===== src/rtl/seg7_scan_ctrl.sv =====
// -----------------------------------------------------------------------------
// seg7_scan_ctrl
//
// Scan controller for a multi-digit 7-segment display. Each digit has its own
// segment register, which the processor writes over a single-cycle strobe
// interface. The registers are time-multiplexed onto one shared active-low
// segment bus. Every digit slot starts with a blanking gap, during which the
// bus is dark and no digit is enabled, so that the previous pattern does not
// ghost onto the next digit.
//
// Each slot lasts exactly SCAN_DIV clocks: BLANK clocks dark, then the rest
// active. The segment pattern is latched when the slot goes active, so a write
// to the digit on display shows up on that digit's next visit.
//
// Optional feature: define SEG7_BLINK_EN to add the blink_i port. With it, a
// blink phase toggles every BLINK_FR full frames. While the phase is 1, any
// digit whose blink_i bit is set shows dark during its active time, but its
// digit enable still asserts.
//
// Ports
//   clock_i   in   1      rising-edge clock
//   resetn_i  in   1      asynchronous active-low reset
//   run_i     in   1      1 = scan enabled, 0 = display dark and scan parked
//   w_i       in   1      write strobe, qualified for one cycle
//   addr_i    in   AW     digit index for the write; indices >= NDIG are ignored
//   din_i     in   SEG_W  segment pattern written to digit addr_i
//   blink_i   in   NDIG   per-digit blink mask (only with SEG7_BLINK_EN)
//   seg_o     out  SEG_W  registered segment bus, active-low
//   dig_en_o  out  NDIG   registered one-hot digit enable, active-high
// -----------------------------------------------------------------------------
module seg7_scan_ctrl #(
  parameter int NDIG     = 6,
  parameter int SEG_W    = 7,
  parameter int AW       = 3,
  parameter int SCAN_DIV = 1000,
  parameter int BLANK    = 16,
  parameter int BLINK_FR = 32
) (
  input  logic              clock_i,
  input  logic              resetn_i,
  input  logic              run_i,
  input  logic              w_i,
  input  logic [AW-1:0]     addr_i,
  input  logic [SEG_W-1:0]  din_i,
`ifdef SEG7_BLINK_EN
  input  logic [NDIG-1:0]   blink_i,
`endif
  output logic [SEG_W-1:0]  seg_o,
  output logic [NDIG-1:0]   dig_en_o
);

  localparam int CW = $clog2(SCAN_DIV);
  localparam int IW = $clog2(NDIG);
  localparam logic [CW-1:0]    BLANK_LAST = CW'(BLANK - 1);
  localparam logic [CW-1:0]    SLOT_LAST  = CW'(SCAN_DIV - 1);
  localparam logic [IW-1:0]    IDX_LAST   = IW'(NDIG - 1);
  localparam logic [SEG_W-1:0] DARK       = '1;

  // Reject parameter sets the scan timing cannot honour.
  if (SCAN_DIV <= BLANK) begin : g_bad_div
    $error("SCAN_DIV must exceed BLANK");
  end
  if (BLANK < 1) begin : g_bad_blank
    $error("BLANK must be at least 1");
  end
  if ((1 << AW) < NDIG) begin : g_bad_aw
    $error("AW too narrow to address NDIG digits");
  end
  if (BLINK_FR < 1) begin : g_bad_fr
    $error("BLINK_FR must be at least 1");
  end

  typedef enum logic {BLNK, ACT} state_t;

  state_t           state_q, state_d;
  logic [CW-1:0]    cnt_q, cnt_d;
  logic [IW-1:0]    idx_q, idx_d;
  logic [SEG_W-1:0] seg_q, seg_d;
  logic [NDIG-1:0]  dig_en_q, dig_en_d;
  logic [SEG_W-1:0] digit_q [NDIG];
  logic [NDIG-1:0]  wr_sel;
  logic             blank_sel;

  // Address decode: an index with no matching digit selects nothing, which
  // is what makes out-of-range writes harmless.
  for (genvar gi = 0; gi < NDIG; gi++) begin : g_wr_sel
    assign wr_sel[gi] = w_i && (addr_i == AW'(gi));
  end

  always_ff @(posedge clock_i or negedge resetn_i) begin
    if (!resetn_i) begin
      for (int i = 0; i < NDIG; i++) begin
        digit_q[i] <= DARK;
      end
    end else begin
      for (int i = 0; i < NDIG; i++) begin
        if (wr_sel[i]) begin
          digit_q[i] <= din_i;
        end
      end
    end
  end

`ifdef SEG7_BLINK_EN
  localparam int FW = (BLINK_FR > 1) ? $clog2(BLINK_FR) : 1;
  localparam logic [FW-1:0] FR_LAST = FW'(BLINK_FR - 1);

  logic [FW-1:0] fr_q, fr_d;
  logic          phase_q, phase_d;
  logic          frame_done;

  // A frame completes on the edge where the last digit's slot wraps back to
  // digit 0. A parked scan (run_i low) completes nothing.
  assign frame_done = run_i && (state_q == ACT) && (cnt_q == SLOT_LAST) &&
                      (idx_q == IDX_LAST);

  always_comb begin
    fr_d    = fr_q;
    phase_d = phase_q;
    if (frame_done) begin
      if (fr_q == FR_LAST) begin
        fr_d    = '0;
        phase_d = ~phase_q;
      end else begin
        fr_d = fr_q + FW'(1);
      end
    end
  end

  always_ff @(posedge clock_i or negedge resetn_i) begin
    if (!resetn_i) begin
      fr_q    <= '0;
      phase_q <= 1'b0;
    end else begin
      fr_q    <= fr_d;
      phase_q <= phase_d;
    end
  end

  assign blank_sel = phase_q && blink_i[idx_q];
`else
  assign blank_sel = 1'b0;
`endif

  always_comb begin
    state_d  = state_q;
    cnt_d    = cnt_q;
    idx_d    = idx_q;
    seg_d    = seg_q;
    dig_en_d = dig_en_q;
    if (!run_i) begin
      // Park the scan so that raising run_i restarts at digit 0 with a full gap.
      state_d  = BLNK;
      cnt_d    = '0;
      idx_d    = '0;
      seg_d    = DARK;
      dig_en_d = '0;
    end else begin
      case (state_q)
        BLNK: begin
          cnt_d = cnt_q + CW'(1);
          if (cnt_q == BLANK_LAST) begin
            // The pattern is captured here and held for the whole active
            // period, so mid-slot writes never tear the displayed digit.
            state_d  = ACT;
            seg_d    = blank_sel ? DARK : digit_q[idx_q];
            dig_en_d = NDIG'(1) << idx_q;
          end
        end
        ACT: begin
          if (cnt_q == SLOT_LAST) begin
            state_d  = BLNK;
            cnt_d    = '0;
            idx_d    = (idx_q == IDX_LAST) ? '0 : idx_q + IW'(1);
            seg_d    = DARK;
            dig_en_d = '0;
          end else begin
            cnt_d = cnt_q + CW'(1);
          end
        end
        default: state_d = BLNK;
      endcase
    end
  end

  always_ff @(posedge clock_i or negedge resetn_i) begin
    if (!resetn_i) begin
      state_q  <= BLNK;
      cnt_q    <= '0;
      idx_q    <= '0;
      seg_q    <= DARK;
      dig_en_q <= '0;
    end else begin
      state_q  <= state_d;
      cnt_q    <= cnt_d;
      idx_q    <= idx_d;
      seg_q    <= seg_d;
      dig_en_q <= dig_en_d;
    end
  end

  assign seg_o    = seg_q;
  assign dig_en_o = dig_en_q;

endmodule


===== config.mk =====
export PLATFORM = sky130hd
export DESIGN_NAME = seg7_scan_ctrl
export DESIGN_NICKNAME = d
export VERILOG_FILES = /design/src/rtl/seg7_scan_ctrl.sv
export SDC_FILE = /design/constraint.sdc
export NUM_CORES = 1
export LEC_CHECK = 0
export ABC_AREA = 1
export ABC_CLOCK_PERIOD_IN_PS = 3850
export BUFFER_PORTS_ARGS = -buffer_cell sky130_fd_sc_hd__buf_4
export CAP_MARGIN = 5
export CORE_ASPECT_RATIO = 1.2
export CORE_MARGIN = 5
export CORE_UTILIZATION = 45
export CTS_CLUSTER_DIAMETER = 200
export DETAILED_ROUTE_END_ITERATION = 6
export REMOVE_ABC_BUFFERS = 1
export SLEW_MARGIN = 20
export SYNTH_ARGS = -nofsm -noshare
export SYNTH_HDL_FRONTEND = slang
export SYNTH_SLANG_ARGS = --single-unit

===== constraint.sdc =====
create_clock -name clock_i -period 3.85 [get_ports clock_i]
set_clock_uncertainty 0.05 [all_clocks]
set_input_delay 0.1925 -clock clock_i [delete_from_list [all_inputs] [get_ports clock_i]]
set_output_delay 0.1925 -clock clock_i [all_outputs]
set_load 0.005 [all_outputs]

; ---- Yosys cells after proc, flatten, opt, wreduce, memory -nomap -nowiden
; Index checks and enable logic that the tools add are counted.
; Widths: inputs -> output; s select.
[totals]
register_bits = 69
in_bits = 14
output_inout_bits = 13
[classes]
add_sub_neg = 2
magnitude_cmp = 1
n_eq_ne = 12
shift = 1
mux = 22
n_bitwise = 2
n_reduce_logical = 9
[ops]
columns = cell, n
row1 = $mux 7, 5
row2 = $bmux 7 s3, 1
row3 = $mux 10, 2
row4 = $pmux 10 s2, 1
row5 = $mux 6, 3
row6 = $pmux 7 s2, 1
row7 = $mux 3, 4
row8 = $pmux 6 s2, 1
row9 = $add 10x1->10 const B, 1
row10 = $eq 10x10->1 const B, 1
row11 = $eq 10x4->1 const B, 1
row12 = $eq 3x3->1 const B, 3
row13 = $eq 3x2->1 const B, 2
row14 = $logic_and 1x1->1, 6
row15 = $shl 1x3->6 const A, 1
row16 = $ge 4x4->1 const B, 1
row17 = $ne 2x1->1 const B, 2
row18 = $not 3->4, 1
row19 = $reduce_and 2->1, 2
row20 = $add 3x1->3 const B, 1
row21 = $eq 3x1->1 const B, 1
row22 = $logic_not 3->1, 1
row23 = $mux 1, 3
row24 = $ne 3x2->1 const B, 1
row25 = other kinds (3), 3

; ---- Logic depth before layout (Yosys ltp)
; Gate-level depths: netlist of the first run.
[logic_depth]
ltp_word = 7
mapped_depth = 11
mapped_depth_nobuf = 9

; ---- Least setup slack after synthesis of the first run
; Ideal clock, no wire load.
[synth_timing]
path_type = reg-to-reg
startpoint = register cnt_q[0]
endpoint = register seg_q[0], in the netlist seg_o[0]
t_arrival_ps = 1281
path_slack_ps = 2444
path_stages_with_launch = 10
path_buffers = 1
period_less_slack_ps = 1406
path_cell_list = dfrtp_1 -> ha_1 -> nand2_2 -> nor2_2 -> nand3_2 -> nand2_2 -> nand2_4 -> buf_6 -> nand2_1 -> nand2_1
[synth_between]
elab_chain_cells = 3
[synth_rtl]
columns = element, line_no
row1 = from (decl), 76  ; logic [CW-1:0] cnt_q, cnt_d;
row2 = from (signal assigned), 195  ; cnt_q <= cnt_d;
row3 = $eq 10x4->1 / $eq 10x10->1 (equally long branches), "162, 171"
row4 = $ne 3x3->1 (no line) / $ne 3x2->1 (equally long branches), n/a
row5 = $reduce_and 2->1 (no line) *, n/a
row6 = to (signal assigned), 197  ; seg_q <= seg_d;
row7 = to (decl), 78  ; logic [SEG_W-1:0] seg_q, seg_d;
; Mark *: on every way between the ends. The rest lies on a longest branch, timed or not.
; A chain may end at the register's enable or synchronous reset.

; ---- Worst setup path after layout of the first run
[layout_timing]
startpoint = register idx_q[0]
endpoint = register seg_q[5], in the netlist seg_o[5]
[layout_between]
elab_chain_cells = 7
[layout_rtl]
columns = element, line_no
row1 = from (decl), 77  ; logic [IW-1:0] idx_q, idx_d;
row2 = from (signal assigned), 196  ; idx_q <= idx_d;
row3 = $not 3->4 (implied by the code), 166  ; seg_d = blank_sel ? DARK : digit_q[idx_q];
row4 = $bmux 7 s3, 166
row5 = $mux 7 (implied by the code) (2 in a row), 166
row6 = $mux 7, 162  ; if (cnt_q == BLANK_LAST) begin
row7 = $pmux 7 s2, 159  ; case (state_q)
row8 = $mux 7, 151  ; if (!run_i) begin
; No other way between the ends. The select of a mux whose other input is x is not followed.

==> flow_summary.ini, run 1 <==
[synthesis]
synth_cell_types = 26
yosys_warnings = 0
synth_edf_count = 0
synth_flop_cell = dfstp_2
ys_seq_area_share_pct = 53.2
yosysMostFrequentCell = nand2_1
ys_async_sr_fraction_pct = 100
yosysTopAreaCell = dfstp_2
synth_common_cells = 184 x nand2_1, 51 x o21ai_0, 49 x dfstp_2
synthCells = 431
synth_area_um2 = 3360
synth_area_leaders = dfstp_2 38%, nand2_1 21%, dfrtp_1 15%, o21ai_0 7.6%, nor2_1 4.1%
synth_seq_cells = 69
yosysTopAreaCellShare_pct = 38.3
syn_avg_cell_area_um2 = 7.80

[drt]
drt_first_pass_iters = 4
drtIter0Drc = 137
wl_met1_mm = 3.33
top_layer = met4
met2_length_mm = 3.35
drt_drc_violations_left = 0
wl_per_cell_um = 13.0
dr_total_vias = 2668
drt-total-wl_mm = 7.14
avgViaCountPerCell = 4.87
met3_wirelength_um = 328
ant_nets = 0

[die]
dieArea_um2 = 9300
io_pins = 27
die_h_um = 105
fp-row-count = 34
die_w_um = 88.9
core_area_um2 = 7270
start_util_pct = 46.2

[clock_tree]
cts.path.max_buffers = 2
cts_tree = built
post-cts-setup-buffers = 0
cts_made_buffers = 9
clk_latency_ns = 0.34
holdBufCountCts = 1
cts_max_level = 3
clk_pin_slew_ns = 0.07
cts.sinks = 69
root_buffer = clkbuf_8
cts_resized = 0

[sta]
holdWs_ns = 0.116
rsz0062_at_grt = false
drv_slew = 0
finalCritPeriodShare_pct = 46.4
fmax_mhz = 560
hold_viol = 0
period_minus_slack_ns = 1.79
slew_headroom_pct = 42.1
worst_pin_slew_ns = 0.868
setup_tns_ns = 0
setup_viol = 0

[cells_and_area]
area_growth_pct = 12.1
nets = 470
layout-drive-gt1-share_pct = 22.9
n_antenna_cell = 0
fill_cells = 706

[worst_setup_path]
start_kind = register
path_class = register to register
cp.arrival_ns = 2.03
endpoint_kind = register
path_max_fanout = 19
cp.required_ns = 4.09

[global_routing]
gr-total-overflow = 0
grt_max_degree = 70
grt_antenna_before_repair = 0
grt_pass1_vias = 2529
track_usage_pct = 16.5
grt_pass1_wl_mm = 12.1

[flow_run]
maxCapViolations = 0

[placement]
portBuffers = 26
gp_congestion = 0.797
hpwlAfterDp_mm = 4.88

[outcome]
outcome = finished clean

[hold_path]
hp-class = primary input to register

[pwr]
p_leak_uw = 0.00182
peakVddDrop_uv = 219
power.density_nw_per_um2 = 470
==> logic make-up after synthesis <==
logic type	synth area share (%)
XOR/XNOR	0.521
AND/OR/NAND/NOR	30.3
AO/OA/AOI/OAI	8.93
buffers and inverters	6.29
flip-flops	53.2
adder cells (fa/ha/maj)	0.744
==> cell type report <==
type / instances / area, µm² / area share, %
clock buffer: 13 / 159 / 4.22
clock inverter: 2 / 10.0 / 0.266
inverter: 34 / 130 / 3.46
multi-input combinational: 313 / 1360 / 36.1
sequential: 69 / 1790 / 47.5
tap: 90 / 113 / 2.99
timing repair buffer: 27 / 205 / 5.45
==> placed cells by master, fill, tap and decap left out, drive strengths merged <==
| cell type | instances |
|---|---|
| nand3 | 17 |
| dfrtp | 20 |
| inv | 34 |
| o21ai | 56 |
| nand2 | 188 |
| a21oi | 1 |
| nor3 | 3 |
| buf | 26 |
| dfstp | 49 |
| clkbuf | 13 |
| xnor2 | 1 |
| dlygate4sd3 | 1 |
| clkinv | 2 |
| nand4 | 3 |
| ha | 2 |
| xor2 | 1 |
| nor2 | 41 |
==> critical path, stage by stage (launching register included) <==
cell,delay (ns)
dfrtp_1,0.78
inv_4,0.22
nor2_4,0.26
nand3_1,0.11
nand2_1,0.07
nor2_1,0.04
nand2_1,0.06
nand2_1,0.07
nand2_1,0.06
==> stage by stage <==
stage	util, %	instance area, µm²	total power (µW)	setup slack [ns]	std cells
2_1_floorplan	-	3280	1150	2.44	416
3_3_place_gp	49.3	3590	1250	2.12	532
3_5_place_dp	49.3	3590	1260	2.09	532
4_1_cts	51.8	3770	1800	2.05	548
5_1_grt	51.8	3770	1880	1.88	548
6_report	51.8	3770	1770	2.06	548
==> flip-flops by register name, indices dropped and copies added (netlist names) <==
name      flops
idx_q         3
cnt_q        10
seg_o         7
state_q       1
digit_q      42
dig_en_o      6
==> power by group <==
part | switching [µW] | internal, µW | total, µW
sequential | 71.4 | 897 | 968
clock | 261 | 264 | 524
combinational | 168 | 111 | 279
==> final timing paths <==
kind                       startpoint  slack [ns]       end  depth (start not counted)
min                             run_i        0.12  idx_q[1]                          3
max                          idx_q[0]        2.06  seg_o[5]                          8
min reg2reg                  seg_o[1]        0.42  seg_o[1]                          2
max reg2reg                  idx_q[0]        2.06  seg_o[5]                          8
max in group asynchronous    resetn_i        2.72  idx_q[1]                          2
min in group asynchronous    resetn_i        0.43  cnt_q[8]                          2
==> metal layers <==
layer	vias up	global-route usage, %
met5	-	0
met4	0	7.99
met3	12	2.68
met2	48	24.4
met1	1217	23.4
li1	1391	-
Note: power is estimated with default switching activity, not from simulation.
==> run 2, diff against run 1 <==
Settings changed: ABC_CLOCK_PERIOD_IN_PS 3850 to 1500, PLACE_DENSITY from default to 0.65.
Clock period 3.85 ns to 1.5 ns, I/O delays scaled along.
==> run 2 against run 1 <==
Design area rose by 7.2%. Sequential power rose to 2.5 times the previous value. Fmax up 24%. Routed wire length up 3.6%. Combinational power grew to 2.9 times the previous value. Die area is the same. Via count grew 4.9%. Power increased to 2.9 times the previous value. Utilization increased by 3.7 points. Setup slack worse by 2.0 ns. Largest power group unchanged.
==> flow_summary.ini, run 2 (synthesis gave the netlist of run 1 again) <==
[pwr]
power_switching_uw = 1360
internal-power_uw = 3740
total_power_uw = 5100
power_frac_seq_pct = 48.2
sw_frac_of_total_pct = 26.7
comb_power_share_pct = 16.0
power_frac_clock_pct = 35.8
power.density_nw_per_um2 = 1260
p_leak_uw = 0.00194
peakVddDrop_uv = 583

[sta]
slew_headroom_pct = 70.6
setup_viol = 0
finalCritPeriodShare_pct = 96.3
rsz0062_at_grt = true
drv_slew = 0
worst_pin_slew_ns = 0.439
holdWs_ns = 0.0165
fmax_mhz = 692
period_minus_slack_ns = 1.44
hold_viol = 0

[cells_and_area]
design_area_um2 = 4040
area_growth_pct = 20.1
layout-drive-gt1-share_pct = 27.3
final_common_cell = nand2_1
final_cell_mix = 182 x nand2_1, 51 x o21ai_0, 49 x dfstp_2
max_flop_register = digit_q
n_antenna_cell = 0
largest_reg_flops = 42
final_util_pct = 55.5
nets = 487

[clock_tree]
cts.sinks = 69
cts_made_buffers = 9
cts_tree = built
clk_latency_ns = 0.35
clk_pin_slew_ns = 0.08
root_buffer = clkbuf_8
cts_max_level = 3
cts.path.max_buffers = 2

[outcome]
outcome = finished clean

[worst_setup_path]
path_max_fanout = 3
cpMaxStageDelayCell = dfrtp_1
max_stage_delay_ns = 0.41
start_kind = register
r2r-end = idx_q[1]
cp.arrival_ns = 1.63
worstPathCellList = ha_4 -> nand2_2 -> nor2_2 -> nand3_2 -> o21ai_2 -> buf_4 -> o21ai_1
reg2reg_depth = 7
crit_path_start = cnt_q[0]
endpoint_kind = register
ff2ff_setup_slack_ns = 0.06
cp.required_ns = 1.69
timing.rr.start = cnt_q[0]
cp_top_family = flip-flops
path_class = register to register
crit_buf_inv = 1

[hold_path]
hold_end = digit_q[36]
hp-class = primary input to register
hold_start = din_i[1]
hold_depth = 3

[die]
fp-row-count = 34
start_util_pct = 46.2
die_w_um = 88.9
io_pins = 27
dieArea_um2 = 9300
die_h_um = 105
core_area_um2 = 7270

[global_routing]
grt_antenna_before_repair = 0
grt_pass1_vias = 2721
gr-total-overflow = 0
grt_pass1_wl_mm = 12.5
track_usage_pct = 17.1
grt_max_degree = 34

[placement]
portBuffers = 26
hpwlAfterDp_mm = 5.06
gp_congestion = 0.757
placed_area_um2 = 3700

[drt]
wl_per_cell_um = 13.1
drt-total-wl_mm = 7.39
drtIter0Drc = 141
dr_total_vias = 2798
drt_drc_violations_left = 0
avgViaCountPerCell = 4.94
drt_first_pass_iters = 4
ant_nets = 0

[flow_run]
maxCapViolations = 0
[run 2: final cells by class]
cell class                 instances  area, µm²
inverter                          34        135
timing repair buffer              43        344
clock buffer                      10        128
fill                             687       3240
sequential                        69       1790
multi-input combinational        314       1420
clock inverter                     6        111
tap                               90        113
[run 2: worst reg2reg max path: cells and delay by family (launching register included)]
family	cells	cell delay, ns
flops	1	0.41
fa+ha+maj	1	0.16
compound gates	2	0.25
buf+inv	1	0.15
simple gates	3	0.32
[run 2: power by group through the flow]
stage	combinational [µW]	sequential (µW)	clock (µW)
final	815	2460	1830
after global routing	944	2500	1960
after CTS	808	2450	1860
after detailed placement	795	2480	0
after global placement	778	2480	0
after floorplan	474	2470	0
[run 2: layer usage]
metal / global-route usage [%] / share of wire [%] / vias up / wire (µm)
li1: - / - / 1423 / -
met1: 23.3 / 46 / 1303 / 3370
met2: 26.1 / 49 / 63 / 3590
met3: 2.76 / 4.6 / 9 / 340
met4: 8.75 / 1.2 / 0 / 89
met5: 0 / 0 / - / 0
[run 2: worst max path at each step]
| stage | to | cells past startpoint |
|---|---|---|
| after floorplan | seg_o[0] | 9 |
| after global placement | seg_o[4] | 9 |
| after detailed placement | seg_o[0] | 9 |
| after CTS | seg_o[0] | 9 |
| after global routing | cnt_q[8] | 7 |
| final | idx_q[1] | 7 |
[run 2: metrics by stage]
stage,instances,setup TNS [ns],setup WS [ns]
CTS,564,0,0.0185
detailed placement,546,0,0.0210
floorplan,416,0,0.0940
global placement,546,0,0.0592
finish,566,0,0.0559
global route,566,-0.358,-0.0442
[run 2: timing repair]
item                                    4_1_cts  5_1_grt
hold buffers                                  2        0
endpoints found under the hold margin        30        0
pin swaps                                     0        3
endpoints found under the setup margin        4       24
buffers inserted                              0        1
gates cloned                                  0        1
gates resized for setup                       1       13
